<file path="config.mk">
export PLATFORM = sky130hd
export DESIGN_NAME = div_seq
export DESIGN_NICKNAME = d
export VERILOG_FILES = /design/src/rtl/div_seq.sv
export SDC_FILE = /design/constraint.sdc
export NUM_CORES = 1
export LEC_CHECK = 0
export ABC_AREA = 1
export CORE_ASPECT_RATIO = 1.75
export CORE_UTILIZATION = 55
export CTS_BUF_LIST = sky130_fd_sc_hd__clkbuf_8
export DETAILED_ROUTE_END_ITERATION = 8
export PLACE_DENSITY = 0.79
export REMOVE_ABC_BUFFERS = 1
export SLEW_MARGIN = 10
export SYNTH_ARGS = -nofsm -noshare
export SYNTH_HDL_FRONTEND = slang
export SYNTH_SLANG_ARGS = --single-unit
</file>
<file path="constraint.sdc">
create_clock -name clk -period 3.6 [get_ports clk]
set_input_delay 0.72 -clock clk [delete_from_list [all_inputs] [get_ports clk]]
set_output_delay 0.72 -clock clk [all_outputs]
set_load 0.01 [all_outputs]
</file>
<file path="src/rtl/div_seq.sv">
// Sequential restoring divider: one quotient bit per clock, MSB first, with
// optional two's-complement handling and a valid/ready handshake on each side.
module div_seq #(
    parameter int LEN    = 16,
    parameter int SIGNED = 0
) (
    input  logic           clk,
    input  logic           rst_n,
    input  logic           in_valid,
    output logic           in_ready,
    input  logic [LEN-1:0] A,
    input  logic [LEN-1:0] B,
    output logic           out_valid,
    input  logic           out_ready,
    output logic [LEN-1:0] Q,
    output logic [LEN-1:0] R,
    output logic           div_zero
);

    localparam int CW = $clog2(LEN + 1);
    localparam logic [CW-1:0] LAST = CW'(LEN);

    typedef enum logic [1:0] {IDLE, BUSY, DONE} state_t;

    state_t state, state_nxt;

    logic [CW-1:0]  cnt;
    logic [LEN-1:0] rem, quo, dvs, a_hold;
    logic           q_neg, r_neg, dz;

    logic           a_neg, b_neg;
    logic [LEN-1:0] a_mag, b_mag;
    logic [LEN:0]   shifted, diff;
    logic           ge;

    assign in_ready  = (state == IDLE);
    assign out_valid = (state == DONE);

    // Magnitudes are taken as unsigned LEN-bit values, so the most-negative
    // input maps onto 2^(LEN-1) without overflow.
    assign a_neg = (SIGNED != 0) && A[LEN-1];
    assign b_neg = (SIGNED != 0) && B[LEN-1];
    assign a_mag = a_neg ? -A : A;
    assign b_mag = b_neg ? -B : B;

    // Partial remainder stays below the divisor, so LEN+1 bits hold the
    // shifted value and bit LEN of the difference is the borrow.
    assign shifted = {rem, quo[LEN-1]};
    assign diff    = shifted - {1'b0, dvs};
    assign ge      = ~diff[LEN];

    always_ff @(posedge clk or negedge rst_n) begin
        if (!rst_n) state <= IDLE;
        else        state <= state_nxt;
    end

    always_comb begin
        state_nxt = state;
        case (state)
            IDLE:    if (in_valid)      state_nxt = BUSY;
            BUSY:    if (cnt == LAST)   state_nxt = DONE;
            DONE:    if (out_ready)     state_nxt = IDLE;
            default:                    state_nxt = IDLE;
        endcase
    end

    always_ff @(posedge clk or negedge rst_n) begin
        if (!rst_n) begin
            cnt      <= '0;
            rem      <= '0;
            quo      <= '0;
            dvs      <= '0;
            a_hold   <= '0;
            q_neg    <= 1'b0;
            r_neg    <= 1'b0;
            dz       <= 1'b0;
            Q        <= '0;
            R        <= '0;
            div_zero <= 1'b0;
        end else begin
            case (state)
                IDLE: if (in_valid) begin
                    cnt    <= '0;
                    rem    <= '0;
                    quo    <= a_mag;
                    dvs    <= b_mag;
                    a_hold <= A;
                    q_neg  <= a_neg ^ b_neg;
                    r_neg  <= a_neg;
                    dz     <= (B == '0);
                end
                BUSY: begin
                    if (cnt != LAST) begin
                        cnt <= cnt + 1'b1;
                        rem <= ge ? diff[LEN-1:0] : shifted[LEN-1:0];
                        quo <= {quo[LEN-2:0], ge};
                    end else begin
                        // Divide-by-zero bypasses sign fix-up so R returns A verbatim.
                        Q        <= dz ? '1     : (q_neg ? -quo : quo);
                        R        <= dz ? a_hold : (r_neg ? -rem : rem);
                        div_zero <= dz;
                    end
                end
                default: ;
            endcase
        end
    end

endmodule

</file>
# [Word level (Yosys, flattened, before mapping)]
# Cells that the tools add are included.
# W data, S select, Z words.
[word_totals] reg_bits=105 latchBits=0 mem_bits_ro=0 ram_bits=0 n_memories=0 wordCells=45 input_bits=36
[op_classes] n_div=0 n_bitwise=2 n_eq_ne=8 multipliers=0 n_reduce_logical=7 magnitude_cmp=0 n_addsub=2 mux=16 shifts=0
[ops] operator="$mux W16" n=7
[ops] operator="$pmux W16 S2" n=2
[ops] operator="$sub A17 B16 Y17" n=1
[ops] operator="$logic_not A16 Y1" n=1
[ops] operator="$mux W5" n=2
[ops] operator="$pmux W5 S2" n=1
[ops] operator="$mux W2" n=3
[ops] operator="$ne A2 B2 Y1 const B" n=3
[ops] operator="$pmux W2 S3" n=1
[ops] operator="$reduce_and A3 Y1" n=2
[ops] operator="$add A5 B1 Y5 const B" n=1
[ops] operator="$eq A5 B5 Y1 const B" n=1
[ops] operator="$ne A5 B5 Y1 const B" n=1
[ops] operator="$reduce_and A2 Y1" n=2
[ops] operator="$eq A2 B1 Y1 const B" n=1
[ops] operator="$eq A2 B2 Y1 const B" n=1
[ops] operator="$logic_not A2 Y1" n=1
[ops] operator="$ne A2 B1 Y1 const B" n=1
[ops] operator="$not A1 Y1" n=2
[ops] operator="$reduce_bool A2 Y1" n=1

# [Depth between registers and ports, before layout]
[depth] word_depth=4 depth_mapped=16 depth_no_buf=16

# [Least setup slack after synthesis]
# No wires, ideal clock.
[synth_timing] path_kind="reg2reg" startpoint="register quo[15]" endpoint="register rem[2]" t_arrival_ps=1935 stages_incl_launch_ff=16 path_buffers=1 period_less_slack_ps=2053 path_slack_ps=1547 cell_sequence="dfrtp_1 > inv_1 > ha_1 > inv_1 > fa_1 > nand2_1 > nand2_1 > nand3_1 > nand2_2 > nand2_4 > nand3_4 > nand2_8 > buf_12 > nand2_2 > nand3_1 > nand2_1"
[synth_via] elab_chain_len=4
[synth_rtl] item="from (decl)" line="28" text="logic [LEN-1:0] rem, quo, dvs, a_hold;"
[synth_rtl] item="from (signal assigned)" line="85" text="quo <= a_mag;"
[synth_rtl] item="from (signal assigned)" line="96" text="quo <= {quo[LEN-2:0], ge};"
[synth_rtl] item="$sub A17 B16 Y17" line="49" text="assign diff = shifted - {1'b0, dvs};"
[synth_rtl] item="$mux W16" line="95" text="rem <= ge ? diff[LEN-1:0] : shifted[LEN-1:0];"
[synth_rtl] item="$mux W16" line="93" text="if (cnt != LAST) begin"
[synth_rtl] item="$pmux W16 S2" line="81" text="case (state)"
[synth_rtl] item="to (signal assigned)" line="95"
[synth_rtl] item="to (decl)" line="28"
# Every way passes these cells. The select of a mux whose other input is x is not followed.
# A chain may end at the register's enable or synchronous reset.

# [Worst setup path in the final report]
[layout_timing] startpoint="register quo[15]" endpoint="register rem[10]"
# Same word-level chain as after synthesis.

==> metrics <==
Root Driver clkbuf_8; routed wire length roughly 14000 um; area grow syn2layout 17.1%; RSZ-0062 raised after global routing false; CP required 3.85 ns; period utilization about 66%; # hold bufs at CTS 0; clock share of power a little over a tenth; Initial Util ~56%; CP startpoint kind flip-flop; # setup viols final 0; post-cts gate resize count 0; Crit Reg-Reg Startpoint quo[15]; CTS H-tree lvls 3; worst path arrival time around 2.6 ns; Post-CTS Setup Inserts 0; DR WL/cell around 15 um; P_int between 3 and 4 mW; Hold WC Path Type flip-flop to flip-flop; GP Congestion slightly above 0.9; flop2flop setup slack roughly 1.2 ns; Combinational Power Share 61.6%; Core ar. about 10000 um2; layout cell share with drive strength beyond 1 around 7.8%; Synth Instances ~740; Iteration-0 DRC Markers ~220; Via Count between 4000 and 5000; mux cell area share after synthesis 0%; worst-margin pin slew roughly 0.96 ns; die span in x 79.5 um; first-pass GRT wire length around 23000 um; Final nets approximately 850; Worst Reg-to-Reg Cells 14; Inserted Clock Buffers 9; Setup crit end kind flip-flop; async set-reset flop share out of synthesis 100%; number of remaining DRC errors 0; design area 6770 um2; Placed Cells slightly above 900; worst reg2reg endpoint rem[10]; VDD IR max between 0.5 and 0.6 mV; EDFF count, synth 0; Sink Count around 110; worst hold start cnt[4]; Top Ports just over 70; status completed; DR vias/cell between 5 and 6; IO buf count 70; sequential area share after synthesis between 40% and 50%; GR Overflow Total 0; Final TNS setup 0 ns; vias in the first global route 5157; pwr dens 1120 nW/um2; max-slew violation count 0; Switching Share 47.6%; number of detailed-route iterations in the first pass 4; largest net degree at the start of global routing between 70 and 80; clk slew on worst S/H paths 0.09 ns; Max FO, Critical Path 17; crit path kind flip-flop to flip-flop; synth unique cells slightly above 40; sw power about 3.6 mW; normalized max-slew margin 36.0%; DIE HEIGHT ~140 um; CP Launch Point quo[15]; Synth Area in Simple Gates between 20% and 30%; max_cap viols 0; number of synthesized register bits roughly 110; clock skew between 0.01 and 0.015 ns; Layout Cells excl Fill between 900 and 1000; Syn Area/Cell 7.84 um2; worst setup path endpoint rem[10]; Placed Area around 6500 um2; initial antenna violation count 0; ys flop type dfrtp_1; Synth Area in Compound Gates a little under an eighth; Synth Area in XOR/XNOR 1.21%; Hold Fails Final Rpt 0; # fillers about 870; CTS tree built; clk buf depth 2; Detail Placement HPWL 10400 um; number of diodes 0; YS warnings 0; GR Util All Layers ~27%; Min Clock Period, post-route 2.36 ns; die footprint roughly 11000 um2; clock network latency to the later pin of the worst-skew pair ~0.36 ns; Synth Cell Area 5780 um2; fmax 424 MHz; Flop pwr share ~28%; leakage power between 3 and 4 nW; largest family of logic cells by synthesized area simple AND/OR/NAND/NOR gates; FP Rows 49; Final ANT Viol Nets 0; Adder-Cell Fraction of Synth Area under 10%
worst max-delay path: stages (launching register included):
cell and delay, ns:
dfrtp_1 0.37, inv_1 0.12, ha_1 0.16, inv_1 0.07, fa_1 0.41, nand2_1 0.10, nand2_1 0.07, nand3_1 0.10
nand2_2 0.08, nand2_4 0.09, nand3_4 0.21, nand2_8 0.24, nand2_1 0.08, nand3_1 0.08, nand2_1 0.07
power by group through the flow:
stage,Combinational [mW],Clock (mW),Sequential [mW]
floorplan,3.30,0,2.10
global placement,4.49,0,2.10
detailed placement,4.63,0,2.12
CTS,4.68,0.805,2.11
global route,5.29,0.850,2.17
finish,4.67,0.790,2.11
layer usage:
layer  track usage (%)  part of all wire [%]  up-vias
li1                  -                     -     2436
met1              30.8                    39     2364
met2              48.8                    53      117
met3              3.44                   3.1       41
met4              14.4                   4.0        0
met5                 0                     0        -
cells by family after synthesis:
family,Yosys count
AND/OR/NAND/NOR,345
flip-flops,105
buffers and inverters,148
AO/OA/AOI/OAI,112
adder cells (fa/ha/maj),19
XOR/XNOR,8
cell type report:
cell class | count | area (um2) | share of cell area [%]
Sequential cell | 105 | 2630 | 38.8
Multi-Input combinational cell | 484 | 2550 | 37.7
Timing Repair Buffer | 77 | 751 | 11.1
Inverter | 122 | 458 | 6.77
Tap cell | 127 | 159 | 2.35
Clock buffer | 10 | 138 | 2.03
Clock inverter | 6 | 83.8 | 1.24
metrics by stage:
stage	hold slack, ns	power (mW)	utilization, %	setup slack, ns
final	0.470	7.57	66.1	1.24
after global routing	0.496	8.31	66.1	1.03
after CTS	0.470	7.59	66.1	1.24
after detailed placement	0.457	6.76	63.9	1.10
after global placement	0.452	6.59	63.9	1.12
after floorplan	0.424	5.40	-	1.13
layout by cell type (no fill, tap or decap), types with 2 or more instances in the layout:
cell	synthesis	layout
a21oi_1	9	9
a2bb2oi_1	16	16
and2_1	2	2
buf_4	1	8
bufinv_16	0	2
clkbuf_8	0	10
clkdlybuf4s50_1	0	69
dfrtp_1	105	105
ha_1	18	18
inv_1	115	117
inv_2	6	6
nand2_1	243	243
nand2_2	16	16
nand2_4	3	3
nand2_8	2	2
nand3_1	39	39
nand3_2	3	3
nand4_1	7	7
nor2_1	18	18
nor2_2	2	2
nor2_4	4	4
nor3_1	2	2
o211ai_1	15	15
o21ai_0	57	57
o21ai_1	6	6
o22ai_1	2	2
o31ai_1	4	4
xnor2_1	7	7
how the worst min path moves through the flow:
stage / end / slack [ns] / cells after the start
2_1_floorplan: Q[0] / 0.42 / 0
3_3_place_gp: cnt[4] / 0.45 / 1
3_5_place_dp: cnt[4] / 0.46 / 1
4_1_cts: cnt[4] / 0.47 / 1
5_1_grt: cnt[4] / 0.50 / 1
6_report: cnt[4] / 0.47 / 1
registers in the layout, indices dropped and copies added (netlist names), 2 cells and up:
name,count
state,2
cnt,5
R,16
dvs,16
rem,16
Q,16
quo,16
a_hold,16
synth_stat cells, types with 3 or more instances:
cell,n,area [um2]
a21oi_1,9,45.0
a2bb2oi_1,16,140
buf_2,7,35.0
clkbuf_1,13,48.8
dfrtp_1,105,2630
ha_1,18,225
inv_1,115,432
inv_2,6,22.5
nand2_1,243,912
nand2_2,16,100
nand2_4,3,33.8
nand3_1,39,195
nand3_2,3,30.0
nand4_1,7,43.8
nor2_1,18,67.6
nor2_4,4,45.0
o211ai_1,15,113
o21ai_0,57,285
o21ai_1,6,30.0
o31ai_1,4,30.0
xnor2_1,7,61.3
Power figures use the tool's default switching activity.
